### src/rtl/win_scan_controller_pkg.sv
// Shared types, board geometry and the scan line table
// for the Connect Four win scan controller.
package win_scan_pkg;

  localparam int ROWS    = 6;
  localparam int COLS    = 7;
  localparam int WIN_LEN = 4;
  localparam int NLINES  = 25;

  typedef enum logic [1:0] {
    IDLE,
    CLEAR,
    FEED,
    DONE
  } state_t;

  localparam logic [1:0] DIR_H  = 2'd0;
  localparam logic [1:0] DIR_V  = 2'd1;
  localparam logic [1:0] DIR_UR = 2'd2;
  localparam logic [1:0] DIR_UL = 2'd3;

  // dc is 3-bit two's complement so r_col + dc wraps
  // correctly for the up-left step of -1.
  typedef struct packed {
    logic [2:0] row;
    logic [2:0] col;
    logic [2:0] dr;
    logic [2:0] dc;
    logic [2:0] len;
    logic [1:0] dir;
  } line_t;

  function automatic line_t line_info(
    input logic [4:0] l
  );
    line_t      li;
    logic [4:0] k;
    li = '0;
    k  = '0;
    unique case (1'b1)
      (l < 5'd6): begin
        li.row = l[2:0];
        li.dc  = 3'd1;
        li.len = 3'd7;
        li.dir = DIR_H;
      end
      (l >= 5'd6 && l < 5'd13): begin
        k      = l - 5'd6;
        li.col = k[2:0];
        li.dr  = 3'd1;
        li.len = 3'd6;
        li.dir = DIR_V;
      end
      (l >= 5'd13 && l < 5'd19): begin
        k      = l - 5'd13;
        li.dr  = 3'd1;
        li.dc  = 3'd1;
        li.dir = DIR_UR;
        case (k[2:0])
          3'd0: begin li.row = 3'd2; li.len = 3'd4; end
          3'd1: begin li.row = 3'd1; li.len = 3'd5; end
          3'd2: begin li.len = 3'd6; end
          3'd3: begin li.col = 3'd1; li.len = 3'd6; end
          3'd4: begin li.col = 3'd2; li.len = 3'd5; end
          default: begin li.col = 3'd3; li.len = 3'd4; end
        endcase
      end
      (l >= 5'd19): begin
        k      = l - 5'd19;
        li.dr  = 3'd1;
        li.dc  = 3'b111;
        li.dir = DIR_UL;
        case (k[2:0])
          3'd0: begin li.row = 3'd2; li.col = 3'd6; li.len = 3'd4; end
          3'd1: begin li.row = 3'd1; li.col = 3'd6; li.len = 3'd5; end
          3'd2: begin li.col = 3'd6; li.len = 3'd6; end
          3'd3: begin li.col = 3'd5; li.len = 3'd6; end
          3'd4: begin li.col = 3'd4; li.len = 3'd5; end
          default: begin li.col = 3'd3; li.len = 3'd4; end
        endcase
      end
      default: li = '0;
    endcase
    return li;
  endfunction

endpackage

### src/rtl/win_scan_controller_if.sv
// Handshake/board bundle between the game FSM (master)
// and the win scan controller (slave).
interface win_scan_controller_if;
  logic        start;
  logic        player;
  logic [41:0] board_p1;
  logic [41:0] board_p2;
  logic        busy;
  logic        done;
  logic        win;
  logic [1:0]  win_dir;

  modport master (
    output start, player, board_p1, board_p2,
    input  busy, done, win, win_dir
  );

  modport slave (
    input  start, player, board_p1, board_p2,
    output busy, done, win, win_dir
  );
endinterface

### src/rtl/win_scan_controller_winner_detection.sv
// Serial four-in-a-row detector: counts consecutive 1s.
// Ports: clock, reset (sync), i_data (cell bit), o_win.
module winner_detection (
  input  logic clock,
  input  logic reset,
  input  logic i_data,
  output logic o_win
);
  logic [2:0] r_cnt;

  always_ff @(posedge clock) begin
    if (reset) begin
      r_cnt <= '0;
    end else if (i_data) begin
      if (r_cnt != 3'd4) r_cnt <= r_cnt + 3'd1;
    end else begin
      r_cnt <= '0;
    end
  end

  assign o_win = (r_cnt == 3'd4);
endmodule

### src/rtl/win_scan_controller.sv
// Full-board win scan: streams every row, column and
// diagonal of one player's snapshot into the detector.
// Ports: clock, reset (sync, active-high), bus (slave):
//   start/player/board_p1/board_p2 in,
//   busy/done/win/win_dir out.
module win_scan_controller
  import win_scan_pkg::*;
(
  input  logic                  clock,
  input  logic                  reset,
  win_scan_controller_if.slave  bus
);
  state_t      r_state;
  logic [41:0] r_snap;
  logic [4:0]  r_line;
  logic [2:0]  r_row;
  logic [2:0]  r_col;
  logic [2:0]  r_cnt;
  logic        r_last;
  logic [1:0]  r_dir;
  logic        r_busy;
  logic        r_done;
  logic        r_win;
  logic [1:0]  r_wdir;

  line_t       w_info;
  line_t       w_next;
  line_t       w_first;
  logic [5:0]  w_idx;
  logic        w_bit;
  logic        w_det_rst;
  logic        w_det_data;
  logic        w_det_out;

  assign w_first = line_info(5'd0);
  assign w_info  = line_info(r_line);
  assign w_next  = line_info(r_line + 5'd1);

  assign w_idx = ({3'b0, r_row} * 6'd7) + {3'b0, r_col};
  assign w_bit = r_snap[w_idx];

  assign w_det_rst  = reset
                    | (r_state == IDLE)
                    | (r_state == CLEAR);
  assign w_det_data = (r_state == FEED) & w_bit;

  winner_detection u_det (
    .clock  (clock),
    .reset  (w_det_rst),
    .i_data (w_det_data),
    .o_win  (w_det_out)
  );

  // r_dir tracks the line being fed and is only updated
  // on CLEAR->FEED, so a run ending on the last cell of
  // a line is still attributed to that line in CLEAR.
  always_ff @(posedge clock) begin
    if (reset) begin
      r_state <= IDLE;
      r_snap  <= '0;
      r_line  <= '0;
      r_row   <= '0;
      r_col   <= '0;
      r_cnt   <= '0;
      r_last  <= 1'b0;
      r_dir   <= '0;
      r_busy  <= 1'b0;
      r_done  <= 1'b0;
      r_win   <= 1'b0;
      r_wdir  <= '0;
    end else begin
      r_done <= 1'b0;
      unique case (r_state)
        IDLE: begin
          if (bus.start) begin
            r_snap  <= bus.player ? bus.board_p2
                                  : bus.board_p1;
            r_line  <= '0;
            r_row   <= w_first.row;
            r_col   <= w_first.col;
            r_cnt   <= '0;
            r_last  <= 1'b0;
            r_busy  <= 1'b1;
            r_win   <= 1'b0;
            r_wdir  <= '0;
            r_state <= CLEAR;
          end
        end
        CLEAR: begin
          if (w_det_out) begin
            r_win   <= 1'b1;
            r_wdir  <= r_dir;
            r_done  <= 1'b1;
            r_state <= DONE;
          end else if (r_last) begin
            r_done  <= 1'b1;
            r_state <= DONE;
          end else begin
            r_dir   <= w_info.dir;
            r_state <= FEED;
          end
        end
        FEED: begin
          if (w_det_out) begin
            r_win   <= 1'b1;
            r_wdir  <= r_dir;
            r_done  <= 1'b1;
            r_state <= DONE;
          end else if (r_cnt == w_info.len - 3'd1) begin
            r_cnt   <= '0;
            r_state <= CLEAR;
            if (r_line == 5'(NLINES - 1)) begin
              r_last <= 1'b1;
            end else begin
              r_line <= r_line + 5'd1;
              r_row  <= w_next.row;
              r_col  <= w_next.col;
            end
          end else begin
            r_row <= r_row + w_info.dr;
            r_col <= r_col + w_info.dc;
            r_cnt <= r_cnt + 3'd1;
          end
        end
        DONE: begin
          r_busy  <= 1'b0;
          r_state <= IDLE;
        end
        default: r_state <= IDLE;
      endcase
    end
  end

  assign bus.busy    = r_busy;
  assign bus.done    = r_done;
  assign bus.win     = r_win;
  assign bus.win_dir = r_wdir;
endmodule

### src/flat_wrapper.sv
// flat-port wrapper written by rule: the top's interface ports become plain ports
module win_scan_controller_flat import win_scan_pkg::*;
  (clock, reset, bus_start, bus_player, bus_board_p1, bus_board_p2, bus_busy, bus_done, bus_win, bus_win_dir);
  win_scan_controller_if bus_i ();
  input  logic clock;
  input  logic reset;
  input wire logic [$bits(bus_i.start)-1:0] bus_start;
  input wire logic [$bits(bus_i.player)-1:0] bus_player;
  input wire logic [$bits(bus_i.board_p1)-1:0] bus_board_p1;
  input wire logic [$bits(bus_i.board_p2)-1:0] bus_board_p2;
  output wire logic [$bits(bus_i.busy)-1:0] bus_busy;
  output wire logic [$bits(bus_i.done)-1:0] bus_done;
  output wire logic [$bits(bus_i.win)-1:0] bus_win;
  output wire logic [$bits(bus_i.win_dir)-1:0] bus_win_dir;
  assign bus_i.start = bus_start;
  assign bus_i.player = bus_player;
  assign bus_i.board_p1 = bus_board_p1;
  assign bus_i.board_p2 = bus_board_p2;
  assign bus_busy = bus_i.busy;
  assign bus_done = bus_i.done;
  assign bus_win = bus_i.win;
  assign bus_win_dir = bus_i.win_dir;
  win_scan_controller u_core (.clock(clock), .reset(reset), .bus(bus_i));
endmodule
### config.mk
export PLATFORM = sky130hd
export DESIGN_NAME = win_scan_controller_flat
export DESIGN_NICKNAME = d
export VERILOG_FILES = /design/src/rtl/win_scan_controller_pkg.sv /design/src/rtl/win_scan_controller_if.sv /design/src/rtl/win_scan_controller_winner_detection.sv /design/src/rtl/win_scan_controller.sv /design/src/flat_wrapper.sv
export SDC_FILE = /design/constraint.sdc
export NUM_CORES = 1
export LEC_CHECK = 0
export CORE_MARGIN = 5
export CORE_UTILIZATION = 50
export CTS_BUF_LIST = sky130_fd_sc_hd__clkbuf_8 sky130_fd_sc_hd__clkbuf_16
export DETAILED_ROUTE_END_ITERATION = 10
export PLACE_DENSITY = 0.76
export SLEW_MARGIN = 20
export SYNTH_ARGS = -nofsm -noshare
export SYNTH_HDL_FRONTEND = slang
export SYNTH_HIERARCHICAL = 1
export SYNTH_SLANG_ARGS = --single-unit
### constraint.sdc
create_clock -name clock -period 10.88 [get_ports clock]
set_input_delay 2.176 -clock clock [delete_from_list [all_inputs] [get_ports clock]]
set_output_delay 2.176 -clock clock [all_outputs]
set_load 0.05 [all_outputs]
After elaboration in Yosys (flattened, before gate mapping)
Index checks and enable logic that the tools add are counted.
W data, S select, Z words.
{"block": "op_classes", "n_reduce_logical": 28, "eq_ne": 31, "muxes": 53, "addsub": 12, "bitwise_logic": 6, "shift": 0, "magnitude_cmp": 13, "div": 0, "multipliers": 1}
{"op": "$mux W42", "count": 1}
{"op": "$mux W3", "count": 9}
{"op": "$eq A3 B2 Y1 const B", "count": 8}
{"op": "$pmux W3 S2", "count": 4}
{"op": "$mux W5", "count": 4}
{"op": "$pmux W2 S2", "count": 5}
{"op": "$pmux W5 S4", "count": 1}
{"op": "$pmux W3 S3", "count": 2}
{"op": "$pmux W6 S3", "count": 1}
{"op": "$eq A3 B3 Y1 const B", "count": 5}
{"op": "$reduce_or A2 Y1", "count": 7}
{"op": "$eq A3 B1 Y1 const B", "count": 4}
{"op": "$mux W2", "count": 6}
{"op": "$mux W1", "count": 11}
{"op": "$ge A5 B3 Y1 const B", "count": 2}
{"op": "$ge A5 B4 Y1 const B", "count": 2}
{"op": "$ge A5 B5 Y1 const B", "count": 2}
{"op": "$lt A5 B3 Y1 const B", "count": 2}
{"op": "$lt A5 B4 Y1 const B", "count": 2}
{"op": "$lt A5 B5 Y1 const B", "count": 2}
{"op": "$ne A2 B2 Y1 const B", "count": 5}
{"op": "$pmux W5 S2", "count": 1}
{"op": "$reduce_and A5 Y1", "count": 2}
{"op": "$ne A3 B3 Y1 const B", "count": 3}
{"op": "31 further kinds", "count": 53}
{"block": "totals", "latch_bits": 0, "regBits": 69, "output_inout_bits": 5, "rom_bits": 0, "mem_count": 0, "elab_cells": 157, "mem_bits_rw": 0, "input_bits": 88}

Longest topological paths before layout
Gate-level depths: netlist of run 1.
{"block": "logic_depth", "depth_word": 10, "depth_mapped": 16, "ltp_nobuf": 14}

By module
Netlist of run 1, hierarchy kept.
{"module": "win_scan_controller", "n_inst": 1, "cells_per_inst": 501, "seq_area_each_um2": 1321.3, "area_per_inst_um2": 4569.4}
{"module": "winner_detection", "n_inst": 1, "cells_per_inst": 18, "seq_area_each_um2": 60.1, "area_per_inst_um2": 167.7}

Worst setup path after synthesis of run 1
Ideal clock, no wire load.
{"block": "synth_path", "path_type": "reg2reg", "from": "register u_core.r_line[0]", "to": "register u_core.r_line[4]", "stages_incl_launch_ff": 14, "slack_ns": 6.922, "arrival_ns": 3.815, "n_path_buf": 1, "setup_ns": 0.143, "synth_period_minus_slack_ns": 3.958, "t_required_ns": 10.737, "path_cell_list": "dfxtp_1 > clkbuf_1 > clkinv_1 > ha_1 > xor2_1 > mux2_2 > a221oi_4 > ha_1 > xnor2_1 > or2_2 > or3_1 > a211o_1 > a31oi_2 > o32ai_1"}
{"block": "synth_between", "elab_chain_cells": 9, "word_cells_on_any_way": 36, "cone_classes": "4 x add/sub; 6 x order compare; 12 x eq/ne; 7 x mux; 7 x reduce/logical"}
{"element": "from (decl)", "line_no": "win_scan_controller.sv:15", "source": "logic [4:0] r_line;"}
{"element": "from (signal assigned)", "line_no": "win_scan_controller.sv:115", "source": "r_line <= r_line + 5'd1;"}
{"element": "$sub A3 B2 Y3 / $sub A3 B3 Y3 (equally long branches)", "line_no": "win_scan_controller_pkg.sv:69, win_scan_controller_pkg.sv:55"}
{"element": "$eq A3 B1 Y1, or another cell as far along"}
{"element": "$reduce_or A2 Y1 (no source line)"}
{"element": "$pmux W2 S2, on equally long branches", "line_no": "win_scan_controller_pkg.sv:73, win_scan_controller_pkg.sv:59"}
{"element": "$pmux W5 S4", "line_no": "win_scan_controller_pkg.sv:40", "source": "unique case (1'b1)"}
{"element": "$sub A3 B1 Y3", "line_no": "win_scan_controller.sv:109", "source": "end else if (r_cnt == w_info.len - 3'd1) begin"}
{"element": "$eq A3 B3 Y1", "line_no": "win_scan_controller.sv:109"}
{"element": "$ne A2 B2 Y1 (no source line)"}
{"element": "$reduce_and A5 Y1 (no source line)"}
Several ways; a longest one is shown, not always the timed one. The select of a mux whose other input is x is not followed.
A chain may end at the register's enable or synchronous reset.

Worst setup path after layout of run 1
{"block": "layout_path", "from": "register u_core.r_line[0]", "to": "register u_core.r_col[0]"}
{"block": "layout_between", "elab_chain_cells": 10, "word_cells_on_any_way": 63, "cone_classes": "8 x add/sub; 11 x order compare; 19 x eq/ne; 11 x mux; 14 x reduce/logical"}
{"element": "$add A5 B1 Y5, or another cell as far along", "line_no": "win_scan_controller.sv:37", "source": "assign w_next = line_info(r_line + 5'd1);"}
{"element": "$sub A3 B2 Y3, or another cell as far along", "line_no": "win_scan_controller_pkg.sv:69", "source": "k = l - 5'd19;"}
{"element": "$eq A3 B1 Y1, or another cell as far along"}
{"element": "$reduce_or A3 Y1 (no source line), or another cell as far along"}
{"element": "$pmux W3 S3, or another cell as far along", "line_no": "win_scan_controller_pkg.sv:73", "source": "case (k[2:0])"}
{"element": "$pmux W6 S3 / $sub A3 B1 Y3 (equally long branches)", "line_no": "win_scan_controller_pkg.sv:40, win_scan_controller.sv:109"}
{"element": "$mux W3 / $eq A3 B3 Y1 (equally long branches)", "line_no": "win_scan_controller.sv:112, win_scan_controller.sv:109"}
{"element": "$mux W3", "line_no": "win_scan_controller.sv:109"}
{"element": "$mux W3", "line_no": "win_scan_controller.sv:104", "source": "if (w_det_out) begin"}
{"element": "$pmux W3 S2", "line_no": "win_scan_controller.sv:73", "source": "unique case (r_state)"}
{"element": "to (signal assigned)", "line_no": "win_scan_controller.sv:80", "source": "r_col <= w_first.col;"}
{"element": "to (signal assigned)", "line_no": "win_scan_controller.sv:117", "source": "r_col <= w_next.col;"}
{"element": "to (signal assigned)", "line_no": "win_scan_controller.sv:121", "source": "r_col <= r_col + w_info.dc;"}
{"element": "to (decl)", "line_no": "win_scan_controller.sv:17", "source": "logic [2:0] r_col;"}
Several ways; a longest one is shown, not always the timed one. The select of a mux whose other input is x is not followed.

==> results.ini, run 1 <==
[timing]
final_max_slew_viol_count = 0
finalSetupViolCount = 0
fin_crit_ns = 4.49
rsz0062_at_grt = no
holdWs_ns = 0.480
worst_slew_pin_slew_ns = 0.858
fmax_mhz = 223
setup_ws_ns = 6.39
period_share_pct = 41.3
slew_headroom_pct = 41.2
finalHoldViolations = 0
tns_ns = 0
fin_skew_ns = 0.0101

[floorplanning]
dieArea_um2 = 11500
initial_core_util_pct = 51.3
core_area_um2 = 9240
fp.dieW_um = 107
rows = 35
die_h_um = 107
ioPinCount = 93

[final_layout]
syn_to_final_growth_pct = 24.1
fin_nets = 717
drive_gt1_share_pct = 8.22
n_fill_cell = 791
fin_cells = 725
diodes = 0
multiInputGateArea_um2 = 3110
seq_area_um2 = 1380

[logic_synthesis]
synth.area.top_cells = dfxtp_1, mux2i_1, ha_1, a211oi_1, mux4_2
syn_area_um2 = 4740
syn_area_per_cell_um2 = 9.13
synth-simple-area-share_pct = 15.3
synth_top_family_by_area = compound AO/OA/AOI/OAI gates
synth-xor-area-share_pct = 2.61
seq_area_frac_synth_pct = 29.2
synth_compound_area_share_pct = 20.5
synthCells = 519
postSynthNetCount = 645
synthFlopType = dfxtp_1
synth.top_cell.area_share_pct = 29.2
yosysWarningCount = 6
synthTopCellsByCount = dfxtp_1, nor2_1, a211oi_1
yosys.area_share.adder_pct = 10.8
ys_types = 68
synth_seq_cells = 69
muxShareOfSynthArea_pct = 16.3
synth_edf_count = 0
synthArstFlopShare_pct = 0
synth_top_area_cell = dfxtp_1
yosysMostFrequentCell = dfxtp_1

[cts]
htree_levels = 3
root_buffer = clkbuf_8
clk_pin_slew_ns = 0.08
cts_tree = done
cts_resized = 0
clock_latency_ns = 0.35
cts_max_path_buffers = 2
cts_made_buffers = 9
cts_sinks = 69
ctsHoldBuffers = 0
cts_setup_buffers = 0

[grt]
track_usage_pct = 19.9
antenna_found_initial = 0
grt_max_degree = 85
grt_pass1_vias = 4065
grt_remaining_overflow = 0
grt_pass1_wl_um = 18700

[detailed_routing]
routed_wl_um = 11200
drcViolationCount = 0
dr.pass1.iters = 4
drtIter0Drc = 168
via_per_inst = 5.70
via_count = 4136
antenna_left = 0
routedWlPerCell_um = 15.5

[min_path]
hp-class = register to register
worstHoldEndpoint = u_core/bus.win
hp-start = u_core/bus.win
hold_depth = 2

[critical_path]
crit_fanout = 12
reg2regPathDepth = 12
crit_required_ns = 11.13
r2r-start = u_core/r_line[0]
end_kind = register
cp-start-kind = register
path_class = register to register
regToRegSetupSlack_ns = 6.39
r2r_end = u_core/r_col[0]
cp_data_arrival_time_ns = 4.74

[power]
ir_worst_vdd_uv = 63.9
power.leakage_nw = 2.25
power_density_nw_per_um2 = 135
total_power_w = 0.000793

[placed_design]
dp_hpwl_um = 8490
pre_cts_slack_ns = 6.19
io_buffers = 92
place_inst = 709
gp_congestion = 0.958

[outcome]
outcome = completed

[job]
drv_cap = 0

[registers in the layout, summed over array words and instances (netlist names)]
signal / flops
u_core/u_det/r_cnt: 3
u_core/bus.busy: 1
u_core/bus.win: 1
u_core/r_cnt: 3
u_core/r_last: 1
u_core/r_state: 2
u_core/bus.done: 1
u_core/bus.win_dir: 2
u_core/r_snap: 42
u_core/r_dir: 2
u_core/r_row: 3
u_core/r_line: 5
u_core/r_col: 3
[layout make-up]
| cell class | count | share of cell area, % |
|---|---|---|
| multi-input combinational | 389 | 52.8 |
| sequential | 69 | 23.5 |
| timing repair buffer | 94 | 15.8 |
| tap | 129 | 2.74 |
| clock buffer | 9 | 2.11 |
| inverter | 28 | 1.79 |
| clock inverter | 7 | 1.26 |
[cells by family (layout without fill, tap and decap cells)]
| logic type | count (synthesis) | count (layout) |
|---|---|---|
| simple gates | 149 | 149 |
| xor+xnor | 12 | 12 |
| buf+inv | 61 | 138 |
| flops | 69 | 69 |
| mux | 61 | 61 |
| compound gates | 129 | 129 |
| fa+ha+maj | 38 | 38 |
[worst max-delay path by stage]
| stage | from | to | slack (ns) | cells past startpoint |
|---|---|---|---|---|
| floorplan | u_core/r_line[0] | u_core/r_line[4] | 6.92 | 13 |
| global placement | bus_start | u_core/r_row[1] | 6.27 | 7 |
| detailed placement | bus_start | u_core/r_row[0] | 6.19 | 7 |
| CTS | u_core/r_line[0] | u_core/r_line[1] | 6.48 | 12 |
| global route | u_core/r_line[0] | u_core/r_line[4] | 6.18 | 12 |
| finish | u_core/r_line[0] | u_core/r_col[0] | 6.39 | 12 |
[per-stage QoR]
stage,util [%],instance area [µm²]
2_1_floorplan,-,4740
3_3_place_gp,61.5,5680
3_5_place_dp,61.5,5680
4_1_cts,63.6,5880
5_1_grt,63.6,5880
6_report,63.6,5880
[metal layers]
metal	vias to the layer above	global-route usage (%)	part of all wire, %
li1	2081	-	-
met1	1896	25.1	44
met2	146	33.9	49
met3	13	4.80	6.3
met4	0	5.77	1.4
met5	-	0	0
[critical path, stage by stage (launching register included)]
cell	delay, ns
dfxtp_1	0.60
clkinv_1	0.43
ha_1	0.38
xor2_1	0.20
mux2_2	0.41
a221oi_4	0.39
ha_1	0.31
xnor2_1	0.24
or2_2	0.21
nor2_1	0.06
mux2i_1	0.68
nor2_1	0.10
a221o_1	0.34
[power breakdown]
part           internal, W  total (W)  switching, W  leakage [nW]
Combinational     0.000120   0.000255      0.000135          1.58
Sequential        0.000300   0.000325     0.0000256         0.566
Clock             0.000107   0.000213      0.000106        0.0996
Total             0.000526   0.000793      0.000267          2.25
[placed cells by master (no fill, tap or decap), types with 4 or more instances in the layout]
master	n
nor4_1	6
clkbuf_8	9
dfxtp_1	69
a31oi_1	4
a21oi_1	17
ha_1	33
clkdlybuf4s50_1	90
a211oi_1	49
nor3_1	4
fa_1	5
nand2b_1	11
o21ai_0	8
o32ai_1	5
nand4_1	5
inv_1	26
o211ai_1	4
nor2b_1	5
mux2i_1	46
xnor2_1	9
nor2_1	68
nand2_1	18
mux4_2	12
nand3_1	10
or3_1	6
(Power assumes the default switching activity.)
==> inputs of run 2 (changes only) <==
==> constraint.sdc (replaced) <==
create_clock -name clock -period 4.2 [get_ports clock]
set_input_delay 0.84 -clock clock [delete_from_list [all_inputs] [get_ports clock]]
set_output_delay 0.84 -clock clock [all_outputs]
set_load 0.05 [all_outputs]
==> results.ini, run 2 (same netlist as run 1, synthesis figures left out) <==
[outcome]
outcome = completed

[critical_path]
crit_chain = inv_1, ha_1, xor2_1, mux2_2, a221oi_4, ha_1, xnor2_1, or2_2, a311oi_1, o22ai_1, nor2_1, a221o_1
crit_required_ns = 4.41  ; -6.72 ns
cp_slowest_cell = o22ai_1
path_class = register to register
crit_fanout = 7  ; -5
crit_path_frequent_cell = ha_1
end_kind = register
crit_path_max_incr_delay_ns = 0.54  ; -0.14 ns
cp_data_arrival_time_ns = 4.16  ; -0.58 ns
cp-start-kind = register

[timing]
finalHoldViolations = 0  ; unchanged
fin_crit_ns = 3.95  ; -0.544 ns
rsz0062_at_grt = no
finalSetupViolCount = 0  ; unchanged
tns_ns = 0  ; unchanged
final_max_slew_viol_count = 0  ; unchanged
fin_skew_ns = 0.0101  ; +0.0000133 ns
period_share_pct = 94.0  ; +53 points
slew_headroom_pct = 50.0  ; +8.8 points
fmax_mhz = 253  ; +14%
holdWs_ns = 0.480  ; +0.000244 ns
worst_slew_pin_slew_ns = 0.750  ; -0.107 ns

[floorplanning]
rows = 35  ; unchanged
fp.dieW_um = 107  ; unchanged
dieArea_um2 = 11500  ; unchanged
core_area_um2 = 9240  ; unchanged
die_h_um = 107  ; unchanged
initial_core_util_pct = 51.3  ; unchanged
ioPinCount = 93  ; unchanged

[final_layout]
final_util_pct = 64.3  ; +0.64 points
syn_to_final_growth_pct = 25.4
top_register = u_core/r_snap
multiInputGateArea_um2 = 3120  ; +0.28%
largest_reg_flops = 42  ; unchanged
reg_top3 = u_core/r_snap x42, u_core/r_line x5
fin_nets = 725  ; +1.1%
layout_common_cells = clkdlybuf4s50_1, dfxtp_1, nor2_1
n_fill_cell = 758  ; -4.2%
diodes = 0  ; unchanged
drive_gt1_share_pct = 9.29  ; +1.1 points
layout_commonest_cell = clkdlybuf4s50_1
seq_area_um2 = 1380  ; unchanged
fin_cells = 732  ; +0.97%

[grt]
grtUsageMet2_pct = 33.9  ; unchanged
grt_pass1_wl_um = 19400  ; +3.5%
track_usage_pct = 20.7  ; +0.78 points
grt-busiest-layer = met2
grt_pass1_vias = 4138  ; +1.8%
grt_util_met3_pct = 4.86  ; +0.060 points
antenna_found_initial = 0  ; unchanged
grt_remaining_overflow = 0  ; unchanged
gr-usage-met1_pct = 27.2  ; +2.0 points
grt_max_degree = 85  ; unchanged

[placed_design]
io_buffers = 92  ; unchanged
dp_hpwl_um = 8950  ; +5.5%
place_inst = 717  ; +1.1%
gp_congestion = 0.897  ; -6.3%

[detailed_routing]
drcViolationCount = 0  ; unchanged
drtIter0Drc = 149  ; -11%
routedWlPerCell_um = 15.9  ; +2.4%
antenna_left = 0  ; unchanged
dr.pass1.iters = 4  ; unchanged
routed_wl_um = 11600  ; +3.4%
via_per_inst = 5.71  ; +0.17%
via_count = 4183  ; +1.1%

[power]
swShare_pct = 33.4  ; -0.26 points
power.leakage_nw = 2.28  ; +1.5%
power_frac_comb_pct = 33.0  ; +0.9 points
total_power_w = 0.00205  ; +160%
pwr-share-seq_pct = 41.2  ; +0.2 points
clock_power_share_pct = 25.7  ; -1.1 points
power_density_nw_per_um2 = 344  ; +160%
internal-power_w = 0.00136  ; +160%
ir_worst_vdd_uv = 241  ; +280%
power.switching_w = 0.000684  ; +160%

[min_path]
hp-class = register to register

[cts]
htree_levels = 3  ; unchanged
clk_pin_slew_ns = 0.08  ; about the same
root_buffer = clkbuf_8
cts_resized = 0  ; unchanged
cts_setup_buffers = 0  ; unchanged
cts_sinks = 69  ; unchanged
cts_tree = done
ctsHoldBuffers = 0  ; unchanged
cts_made_buffers = 9  ; unchanged
cts_max_path_buffers = 2  ; unchanged
clock_latency_ns = 0.34  ; about the same

[job]
drv_cap = 0  ; unchanged

-- run 2: cell count changes in the layout (fill, tap and decap cells not counted), sizes merged --
cell      delta
clkinvlp     +1
buf          +8
clkinv       -2
-- run 2: worst paths after layout --
kind                     end  slack (ns)             start  cells after the start
min reg2reg   u_core/bus.win        0.48    u_core/bus.win                      2
max reg2reg  u_core/r_row[1]        0.25  u_core/r_line[1]                     12
min           u_core/bus.win        0.48    u_core/bus.win                      2
max          u_core/r_row[1]        0.25  u_core/r_line[1]                     12
-- run 2: routing by layer --
metal / routed length (µm) / up-vias / part of all wire, %
met5: 0 / - / 0
met4: 185 / 0 / 1.6
met3: 635 / 18 / 5.5
met2: 5460 / 127 / 47
met1: 5350 / 1953 / 46
li1: - / 2085 / -
-- run 2: final cells by class --
cell class | count | area share (%)
Multi-Input combinational cell | 389 | 52.5
Sequential cell | 69 | 23.3
Timing Repair Buffer | 102 | 16.6
Tap cell | 129 | 2.72
Clock buffer | 9 | 2.09
Inverter | 28 | 1.77
Clock inverter | 6 | 1.07
-- run 2: worst max-delay path: cells and delay by family (launching register included) --
family,cells,cell delay [ns]
AO/OA/AOI/OAI,4,1.36
XOR/XNOR,2,0.47
adder cells (fa/ha/maj),2,0.57
buffers and inverters,1,0.19
flip-flops,1,0.47
multiplexers,1,0.41
AND/OR/NAND/NOR,2,0.35
-- run 2: power by group through the flow --
stage               Clock (W)  Sequential (W)  Combinational, W
finish               0.000526        0.000844          0.000676
global route         0.000566        0.000858          0.000757
CTS                  0.000537        0.000844          0.000673
detailed placement          0        0.000858          0.000669
global placement            0        0.000852          0.000651
floorplan                   0        0.000846          0.000482
-- run 2: stage by stage --
stage / worst slack (ns) / area (µm²)
global placement: 0.430 / 5740
global route: 0.0251 / 5940
CTS: 0.259 / 5930
finish: 0.254 / 5940
detailed placement: 0.287 / 5740
floorplan: 0.242 / 4740
==> patch: new RTL, settings of run 2 <==
Re-encode `state_t` (4 states) as one-hot, 4 bits wide.
--- a/src/rtl/win_scan_controller_pkg.sv
+++ b/src/rtl/win_scan_controller_pkg.sv
@@ -7,11 +7,11 @@
   localparam int WIN_LEN = 4;
   localparam int NLINES  = 25;
 
-  typedef enum logic [1:0] {
-    IDLE,
-    CLEAR,
-    FEED,
-    DONE
+  typedef enum logic [3:0] {
+    IDLE  = 4'b0001,
+    CLEAR = 4'b0010,
+    FEED  = 4'b0100,
+    DONE  = 4'b1000
   } state_t;
 
   localparam logic [1:0] DIR_H  = 2'd0;
Check against the original RTL: same outputs for any inputs over 10 cycles, from zero or initial values and one cycle with reset high; not proved beyond that.
==> patch against run 2 <==
- count of clock-buffer cells in the layout grew 1
- critical path type unchanged
- sequential cell count grew 2
- wire length grew 0.55%
- synthesized cell count shrank 0.19%
- worst setup slack gained 0.10 ns
- area after synthesis shrank 0.24%
- final area shrank 0.25%
Power is not compared: it rests on default switching activity, and its combinational part moved more than twofold at a synthesized area within 25%.
==> patch: results <==
export IMPL_gpl_final_weighted_congestion=0.8882
export IMPL_fin_worst_skew_ns=0.01545
export IMPL_drt_vias_per_instance=5.689
export IMPL_wl_per_cell_um=16.16
export IMPL_filler_cells=772
export IMPL_outcome="complete, no violations"
export IMPL_first_iter_violations=191
export IMPL_synth_compound_area_share=0.1861
export IMPL_timing_critical_path_slowest_cell_delay_ns=0.62
export IMPL_nNetsFinal=715
export IMPL_worstPathArrival_ns=4.10
export IMPL_syn_num_nets=642
export IMPL_synthesis_area_per_instance_um2=9.123
export IMPL_pre_cts_slack_ns=0.4456
export IMPL_final_layout_size_suffix_gt1_frac=0.09076
export IMPL_layoutNonFillerInstCount=724
export IMPL_synth_area_mux_share=0.1766
export IMPL_netlist_cell_type_count=62
export IMPL_crit_path_top_delay_cell="dfxtp_1"
export IMPL_post_synth_fa_ha_maj_area_fraction=0.1033
export IMPL_gr_usage_total=0.2032
export IMPL_grt_first_pass_wirelength_um=18950
export IMPL_number_of_global_route_vias_before_repair=4045
export IMPL_ys_top_cells_by_area="dfxtp_1, mux2i_1, ha_1"
export IMPL_detailed_place_area_um2=5703
export IMPL_synth_xor_area_share=0.03124
export IMPL_placed_instance_count=709
export IMPL_hpwl_um=9072
export IMPL_synth_top_cells_by_count="dfxtp_1, nor2_1, mux2i_1"
patch: cell types whose count changed after synthesis, moves of 4 or more:
cell	change
nor3_1	+6
or3_1	-6
a32oi_1	+5
nand2b_1	-6
mux2_2	+4
buf_1	+4
a211oi_1	-4
mux2i_1	+4
patch: worst max-delay path: cells and delay by family (launching register included):
| kind | cells | cell delay (ns) |
|---|---|---|
| simple gates | 2 | 0.46 |
| flops | 1 | 0.62 |
| fa+ha+maj | 2 | 0.69 |
| compound gates | 2 | 0.38 |
| xor+xnor | 2 | 0.57 |
| mux | 3 | 1.03 |
patch: metal layers:
metal,global-route usage,vias up,share of wire
met4,0.04384,0,0.0082
met5,0,-,0
met1,0.2733,1932,0.45
met3,0.03853,10,0.053
li1,-,2050,-
met2,0.3387,127,0.49
patch: path summary, 6_finish.rpt:
path | slack [ns] | endpoint | start | cells past startpoint
worst max-delay path | 0.36 | u_core/r_row[2]$_SDFFE_PP0P_ | u_core/r_line[0]$_SDFFE_PP0P_ | 11
worst min-delay path | 0.49 | u_core/bus.busy$_SDFFE_PP0P_ | u_core/bus.busy$_SDFFE_PP0P_ | 2
worst max register to register | 0.36 | u_core/r_row[2]$_SDFFE_PP0P_ | u_core/r_line[0]$_SDFFE_PP0P_ | 11
worst min register to register | 0.49 | u_core/bus.busy$_SDFFE_PP0P_ | u_core/bus.busy$_SDFFE_PP0P_ | 2
patch: final cells by class:
cell class	count	area, µm²	area share
clock inverter	5	81.33	0.01373
sequential	71	1421	0.2399
inverter	26	97.59	0.01647
tap	129	161.4	0.02724
multi-input combinational	385	3067	0.5176
clock buffer	10	137.6	0.02323
timing repair buffer	98	958.4	0.1618
